File: config.mk
export PLATFORM = sky130hd
export DESIGN_NAME = imm_gen_skid_flat
export DESIGN_NICKNAME = d
export VERILOG_FILES = /design/src/rtl/imm_gen_skid_if.sv /design/src/rtl/imm_gen_skid.sv /design/src/flat_wrapper.sv
export SDC_FILE = /design/constraint.sdc
export NUM_CORES = 1
export LEC_CHECK = 0
export ABC_AREA = 1
export CORE_UTILIZATION = 50
export DETAILED_ROUTE_END_ITERATION = 7
export GPL_TIMING_DRIVEN = 0
export PLACE_DENSITY = 0.89
export SLEW_MARGIN = 20
export SYNTH_ARGS = -nofsm -noshare
export SYNTH_HDL_FRONTEND = slang
export SYNTH_SLANG_ARGS = --single-unit
export TNS_END_PERCENT = 30
File: constraint.sdc
create_clock -name clk -period 1.6 [get_ports clk]
set_input_delay 0.24 -clock clk [delete_from_list [all_inputs] [get_ports clk]]
set_output_delay 0.24 -clock clk [all_outputs]
set_load 0.02 [all_outputs]
File: src/rtl/imm_gen_skid_if.sv
// Handshake bundle for imm_gen_skid.
// Input side : ImmSrc, data_in, in_valid (producer -> block), in_ready (block -> producer).
// Output side: data_out, out_illegal, out_valid, illegal_seen (block -> consumer), out_ready (consumer -> block).
// The slave modport is the block; the master modport is whoever drives instructions and consumes immediates.
interface imm_gen_skid_if #(
  parameter int unsigned XLEN = 32
);
  logic [2:0]      ImmSrc;
  logic [31:0]     data_in;
  logic            in_valid;
  logic            in_ready;
  logic [XLEN-1:0] data_out;
  logic            out_illegal;
  logic            out_valid;
  logic            out_ready;
  logic            illegal_seen;

  modport slave (
    input  ImmSrc, data_in, in_valid, out_ready,
    output in_ready, data_out, out_illegal, out_valid, illegal_seen
  );

  modport master (
    output ImmSrc, data_in, in_valid, out_ready,
    input  in_ready, data_out, out_illegal, out_valid, illegal_seen
  );
endinterface

File: src/rtl/imm_gen_skid.sv
// RISC-V immediate generator with a two-entry output skid buffer.
// Ports: clk, reset (synchronous, active-high), bus (imm_gen_skid_if.slave).
// The instruction word is decoded combinationally and the result is held in the
// OUT register; a second SKID register absorbs one beat while the consumer stalls.
// in_ready depends only on registered state and reset, never on out_ready.
// XLEN must be 32 or 64.
module imm_gen_skid #(
  parameter int unsigned XLEN = 32
) (
  input  logic          clk,
  input  logic          reset,
  imm_gen_skid_if.slave bus
);

  typedef enum logic [1:0] {
    ST_EMPTY = 2'd0,
    ST_ONE   = 2'd1,
    ST_FULL  = 2'd2
  } state_e;

  state_e          state_q, state_d;
  logic [XLEN-1:0] out_imm_q, out_imm_d;
  logic            out_ill_q, out_ill_d;
  logic [XLEN-1:0] skid_imm_q, skid_imm_d;
  logic            skid_ill_q, skid_ill_d;
  logic            out_valid_q, out_valid_d;
  logic            illegal_seen_q, illegal_seen_d;

  logic [XLEN-1:0] dec_imm_c;
  logic            dec_ill_c;
  logic            in_ready_c;
  logic            accept_c;
  logic            xfer_c;
  logic            unused_opcode_c;

  // Opcode bits never feed any immediate format.
  assign unused_opcode_c = ^bus.data_in[6:0];

  // Format decode: start from a full sign fill, then overwrite the low field.
  always_comb begin
    dec_imm_c = {XLEN{bus.data_in[31]}};
    dec_ill_c = 1'b0;
    case (bus.ImmSrc)
      3'b000: dec_imm_c[11:0] = bus.data_in[31:20];
      3'b001: dec_imm_c[11:0] = {bus.data_in[31:25], bus.data_in[11:7]};
      3'b010: dec_imm_c[12:0] = {bus.data_in[31], bus.data_in[7], bus.data_in[30:25],
                                 bus.data_in[11:8], 1'b0};
      3'b011: dec_imm_c[31:0] = {bus.data_in[31:12], 12'h000};
      3'b100: dec_imm_c[20:0] = {bus.data_in[31], bus.data_in[19:12], bus.data_in[20],
                                 bus.data_in[30:21], 1'b0};
      3'b101: begin
        dec_imm_c      = '0;
        dec_imm_c[4:0] = bus.data_in[19:15];
      end
      default: begin
        dec_imm_c = '0;
        dec_ill_c = 1'b1;
      end
    endcase
  end

  // Ready comes from state only, so no out_ready -> in_ready path exists.
  assign in_ready_c = (state_q != ST_FULL) && !reset;
  assign accept_c   = bus.in_valid && in_ready_c;
  assign xfer_c     = out_valid_q && bus.out_ready;

  // Buffer next-state and data steering.
  always_comb begin
    state_d        = state_q;
    out_imm_d      = out_imm_q;
    out_ill_d      = out_ill_q;
    skid_imm_d     = skid_imm_q;
    skid_ill_d     = skid_ill_q;
    illegal_seen_d = illegal_seen_q || (accept_c && dec_ill_c);

    case (state_q)
      ST_EMPTY: begin
        if (accept_c) begin
          out_imm_d = dec_imm_c;
          out_ill_d = dec_ill_c;
          state_d   = ST_ONE;
        end
      end
      ST_ONE: begin
        if (accept_c && xfer_c) begin
          out_imm_d = dec_imm_c;
          out_ill_d = dec_ill_c;
        end else if (accept_c) begin
          skid_imm_d = dec_imm_c;
          skid_ill_d = dec_ill_c;
          state_d    = ST_FULL;
        end else if (xfer_c) begin
          state_d = ST_EMPTY;
        end
      end
      ST_FULL: begin
        if (xfer_c) begin
          out_imm_d = skid_imm_q;
          out_ill_d = skid_ill_q;
          state_d   = ST_ONE;
        end
      end
      default: state_d = ST_EMPTY;
    endcase

    out_valid_d = (state_d != ST_EMPTY);
  end

  // State and payload registers; reset discards any buffered beats.
  always_ff @(posedge clk) begin
    if (reset) begin
      state_q        <= ST_EMPTY;
      out_imm_q      <= '0;
      out_ill_q      <= 1'b0;
      skid_imm_q     <= '0;
      skid_ill_q     <= 1'b0;
      out_valid_q    <= 1'b0;
      illegal_seen_q <= 1'b0;
    end else begin
      state_q        <= state_d;
      out_imm_q      <= out_imm_d;
      out_ill_q      <= out_ill_d;
      skid_imm_q     <= skid_imm_d;
      skid_ill_q     <= skid_ill_d;
      out_valid_q    <= out_valid_d;
      illegal_seen_q <= illegal_seen_d;
    end
  end

  assign bus.in_ready     = in_ready_c;
  assign bus.data_out     = out_imm_q;
  assign bus.out_illegal  = out_ill_q;
  assign bus.out_valid    = out_valid_q;
  assign bus.illegal_seen = illegal_seen_q;

endmodule

File: src/flat_wrapper.sv
// flat-port wrapper written by rule: the top's interface ports become plain ports
module imm_gen_skid_flat 
#(
  parameter int unsigned XLEN = 32
)
  (clk, reset, bus_ImmSrc, bus_data_in, bus_in_valid, bus_out_ready, bus_in_ready, bus_data_out, bus_out_illegal, bus_out_valid, bus_illegal_seen);
  imm_gen_skid_if #(.XLEN(XLEN)) bus_i ();
  input  logic clk;
  input  logic reset;
  input wire logic [$bits(bus_i.ImmSrc)-1:0] bus_ImmSrc;
  input wire logic [$bits(bus_i.data_in)-1:0] bus_data_in;
  input wire logic [$bits(bus_i.in_valid)-1:0] bus_in_valid;
  input wire logic [$bits(bus_i.out_ready)-1:0] bus_out_ready;
  output wire logic [$bits(bus_i.in_ready)-1:0] bus_in_ready;
  output wire logic [$bits(bus_i.data_out)-1:0] bus_data_out;
  output wire logic [$bits(bus_i.out_illegal)-1:0] bus_out_illegal;
  output wire logic [$bits(bus_i.out_valid)-1:0] bus_out_valid;
  output wire logic [$bits(bus_i.illegal_seen)-1:0] bus_illegal_seen;
  assign bus_i.ImmSrc = bus_ImmSrc;
  assign bus_i.data_in = bus_data_in;
  assign bus_i.in_valid = bus_in_valid;
  assign bus_i.out_ready = bus_out_ready;
  assign bus_in_ready = bus_i.in_ready;
  assign bus_data_out = bus_i.data_out;
  assign bus_out_illegal = bus_i.out_illegal;
  assign bus_out_valid = bus_i.out_valid;
  assign bus_illegal_seen = bus_i.illegal_seen;
  imm_gen_skid #(.XLEN(XLEN)) u_core (.clk(clk), .reset(reset), .bus(bus_i));
endmodule
---- Word-level counts from Yosys, hierarchy flattened ----
Cells that the tools add are included.
word-level totals
  word-level logic and storage cells ...... 55
  memory bits (read-only) ................. 0
  flip-flop bits (word level) ............. 70
  bits in writable memories ............... 0
  latch bits .............................. 0
  memories ................................ 0
  output and inout port bits .............. 36
operators by class
  shift-type cells ........................ 0
  multiply operators ...................... 0
  add/sub/neg operators ................... 0
  equality and inequality tests ........... 11
  multiplexer cells ....................... 19
  reduce and logical (&&, ||, !) cells .... 17
  div/mod/pow operators ................... 0
  $lt $le $gt $ge ......................... 0
  bitwise gates (word level) .............. 1
operators by type and width
  kind                count
  $mux 32             3
  $pmux 32 s3         1
  $pmux 12 s5         1
  $pmux 8 s3          1
  $pmux 11 s2         1
  $mux 2              5
  $eq 3x2->1 const B  2
  $eq 3x3->1 const B  2
  $ne 2x1->1 const B  3
  $pmux 2 s3          1
  $reduce_or 6->1     1
  $logic_and 1x1->1   5
  $mux 1              4
  $reduce_and 4->1    1
  $reduce_or 4->1     1
  $eq 3x1->1 const B  1
  $logic_not 3->1     1
  $pmux 1 s3          1
  $reduce_and 3->1    1
  $reduce_bool 3->1   1
  $reduce_or 3->1     1
  $eq 2x1->1 const B  1
  $eq 2x2->1 const B  1
  $logic_not 2->1     1
  7 further kinds     7

---- Depth between registers and ports, before layout ----
  depth in word-level cells ............... 7
  mapped depth ............................ 9

---- Worst setup path after synthesis ----
Ideal clock, no wire load.
  kind .................................... register to output
  start point ............................. register u_core.state_q[0]
  end point ............................... output port bus_in_ready
  setup slack ............................. 221 ps
  path buffers ............................ 2
  data required time ...................... 1360 ps
  stages on the path, launching flop included .. 7
  arrival ................................. 1139 ps
  path through ............................ dfxtp_1 > inv_2 > nand2_2 > inv_2 > buf_6 > clkbuf_1 > nor2_1
on the way
  word-level cells in the longest chain between the ends .. 2
RTL lines
  what                    RTL line             text
  start, declared         imm_gen_skid.sv:21   state_e state_q, state_d;
  start signal, assigned  imm_gen_skid.sv:120  state_q <= state_d;
  $ne 2x2->1              imm_gen_skid.sv:63   assign in_ready_c = (state_q != ST_FULL) && !reset;
  $logic_and 1x1->1       imm_gen_skid.sv:63
  end, declared           flat_wrapper.sv:14   output wire logic [$bits(bus_i.in_ready)-1:0] bus_in_ready;
No other way between the ends.

---- Worst setup path after layout ----
  start point ............................. register u_core.out_imm_q[19] (netlist: u_core.bus.data_out[19])
  end point ............................... output port bus_data_out[19]
RTL lines
  what                    RTL line             text
  start, declared         imm_gen_skid.sv:22   logic [XLEN-1:0] out_imm_q, out_imm_d;
  start signal, assigned  imm_gen_skid.sv:121  out_imm_q <= out_imm_d;
  end, declared           flat_wrapper.sv:15   output wire logic [$bits(bus_i.data_out)-1:0] bus_data_out;
No word-level cell between the ends.

==> flow_metrics.py <==
metrics = {
    "logic_synthesis": {
        "synth.mux.area_fraction_pct": 0,
        "synth.area.top_cells": "dfxtp_1 37%, nand2_1 17%, nor2_1 9.1%, o21ai_0 5.2%, inv_1 4.8%",
        "synth_top_family_by_area": "simple AND/OR/NAND/NOR gates",
        "synth_compound_area_share_pct": 11.0,
        "yosysUniqueCellTypes": 24,
        "ys_warn_count": 0,
        "syn_avg_cell_area_um2": 6.61,
        "yosysSeqAreaShare_pct": 36.7,
        "syn_area_mm2": 0.00382,
        "yosys.area_share.adder_pct": 0,
        "syn_nets": 617,
        "yosysTopAreaCell": "dfxtp_1",
        "syn_inst": 578,
        "synth_top_area_share_pct": 36.7,
        "synth-seq-cells": 70,
        "synth_xor_area_share_pct": 0,
        "synth-simple-area-share_pct": 40.3,
    },
    "outcome": {
        "outcome": "completed",
    },
    "hold_path": {
        "hold_start": "reset",
        "holdCritPathClass": "in -> reg",
    },
    "layout": {
        "nFillCells": 641,
        "drive_gt1_share_pct": 15.9,
        "num_antenna_cells": 0,
        "final_common_cell": "nand2_1",
        "mostFrequentLayoutCells": "170 x nand2_1, 92 x nor2_1, 68 x dfxtp_1",
        "nets": 693,
        "multi_input_area_mm2": 0.00198,
        "syn2layout_area_growth_pct": 27.5,
        "seq_area_mm2": 0.00140,
    },
    "setup_path": {
        "rrSetupSlack_ps": 100,
        "slowest_delay_ps": 610,
        "cp_max_fo": 2,
        "critical_path_class": "reg -> out",
        "r2r-start": "u_core.state_q[1]",
        "path_buf_inv": 1,
        "crit_cells": 1,
        "crit_arrival_ps": 1320,
        "r2r_end": "u_core.bus.data_out[0]",
        "critPathCaptureType": "output pin",
        "critPathTopFamily": "buffers and inverters",
        "r2r_cells": 7,
        "critPathRequiredTime_ps": 1360,
        "crit_path_top_delay_cell": "clkdlybuf4s50_1",
        "path_cells": "clkdlybuf4s50_1",
        "setup.worst_path.start": "u_core.bus.data_out[19]",
        "cp-endpoint": "bus_data_out[19]",
        "cp-start-kind": "flop",
    },
    "detailed_routing": {
        "postRouteAntennaNets": 0,
        "viasPerCell": 5.14,
        "first_pass_iters": 5,
        "drt_iter0_drc": 293,
        "vias": 3893,
        "wirelength_um": 10000,
        "drc": 0,
        "routedWlPerCell_um": 13.2,
    },
    "global_route": {
        "grt_max_degree": 20,
        "grt_remaining_overflow": 0,
        "grt_pass1_vias": 3479,
        "top_usage_layer": "met2",
        "antenna_found_initial": 0,
        "met3_usage_pct": 4.80,
        "use_met2_pct": 45.0,
        "grt_pass1_wl_um": 15900,
        "grt_use_total_pct": 26.4,
        "met1_usage_pct": 32.9,
    },
    "clock_tree": {
        "clk_pin_slew_worst_paths_ps": 90,
        "cts_tree": "built",
        "cts_root_buf": "clkbuf_8",
        "ctsHoldBuffers": 0,
        "insertion_delay_ps": 370,
        "cts_buffers": 9,
        "clock_path_buffers": 2,
        "cts-htree-levels": 3,
        "cts.sinks": 70,
    },
    "floorplanning": {
        "coreArea_mm2": 0.00733,
        "pin_count": 75,
        "fp.dieW_um": 89.4,
        "initial_core_util_pct": 52.1,
        "rows": 31,
        "die-area_mm2": 0.00800,
        "die_h_um": 89.4,
    },
    "sta": {
        "rsz0062_at_grt": "yes",
        "period_needed_ps": 1560,
        "worst_clock_skew_ps": 8.96,
        "slew-limit-headroom_pct": 65.4,
        "finalSetupViolations": 0,
        "tightest_slew_ps": 519,
        "final.setup.worst_slack_ps": 36.6,
        "fmax_mhz": 640,
        "hold_violations": 0,
        "drv_slew": 0,
        "period_share_pct": 97.7,
    },
    "power": {
        "clkPwrFrac_pct": 36.7,
        "p_sw_mw": 1.46,
        "swShare_pct": 30.2,
        "peakVddDrop_uv": 577,
        "power_density_mw_per_mm2": 994,
        "p_leak_nw": 2.38,
        "internal-power_mw": 3.38,
        "comb_power_share_pct": 23.4,
        "total_power_mw": 4.84,
        "p_seq_share_pct": 39.9,
    },
    "place": {
        "numPortBuffers": 65,
        "gp_congestion": 0.868,
        "dpl.hpwl_um": 7400,
        "pre_cts_slack_ps": -388,
    },
    "run": {
        "maxCapViolations": 0,
    },
}
## layout make-up
type,count,share of cell area [%]
flip-flops and latches,70,28.8
well taps,99,2.54
multi-input cells,419,40.6
plain buffers,33,5.06
repair buffers,66,13.7
clock inverters,7,2.46
inverters,55,4.29
clock buffers,9,2.54
## power by group through the flow
stage | sequential, mW | clock (mW) | combinational (mW)
floorplan | 2.07 | 0 | 0.595
global placement | 1.96 | 0 | 1.09
detailed placement | 1.97 | 0 | 1.11
CTS | 1.93 | 1.79 | 1.12
global route | 1.95 | 1.86 | 1.24
finish | 1.93 | 1.78 | 1.13
## routing by layer
metal  wire [µm]  vias up
li1            -     1939
met1        4130     1728
met2        4810      198
met3         822       28
met4         266        0
met5           0        -
## flip-flops by register name, summed over array words and instances (netlist names)
signal                   flops
u_core.bus.data_out         32
u_core.bus.illegal_seen      1
u_core.bus.out_illegal       1
u_core.bus.out_valid         1
u_core.skid_ill_q            1
u_core.skid_imm_q           32
u_core.state_q               2
## cell usage after synthesis, drive strengths merged
| cell | n |
|---|---|
| a21oi | 35 |
| buf | 25 |
| clkbuf | 9 |
| dfxtp | 70 |
| inv | 55 |
| nand2 | 187 |
| nand3 | 34 |
| nand4 | 6 |
| nor2 | 116 |
| o21ai | 41 |
## worst min-delay path by stage
stage / end / cells after the start
after floorplan: u_core.skid_imm_q[5] / 2
after global placement: u_core.skid_imm_q[31] / 2
after detailed placement: u_core.skid_imm_q[31] / 2
after CTS: u_core.skid_imm_q[15] / 2
after global routing: u_core.skid_imm_q[15] / 2
final: u_core.bus.data_out[31] / 2
## through the flow
stage                     instance area [µm²]  utilization, %  hold WS, ps  setup TNS, ps  std cells
after detailed placement                 4600            62.7          462         -12860        742
after CTS                                4840            66.0         91.9              0        757
after floorplan                          3820               -          397              0        578
after global routing                     4870            66.5          103          -10.2        758
after global placement                   4600            62.7          452         -10770        742
final                                    4870            66.5         93.0              0        758
## cell families after synthesis
kind of cell | after synthesis
buffers and inverters | 89
AOI/OAI and AO/OA | 76
and+or+nand+nor | 343
DFF | 70
## what timing repair did
| item | 4_1_cts | 5_1_grt |
|---|---|---|
| setup endpoints to repair | 1 | 34 |
| buffers inserted | 0 | 1 |
| gates cloned | 0 | 0 |
| pin swaps | 0 | 1 |
| gates resized for setup | 8 | 8 |
Power figures use the tool's default switching activity.
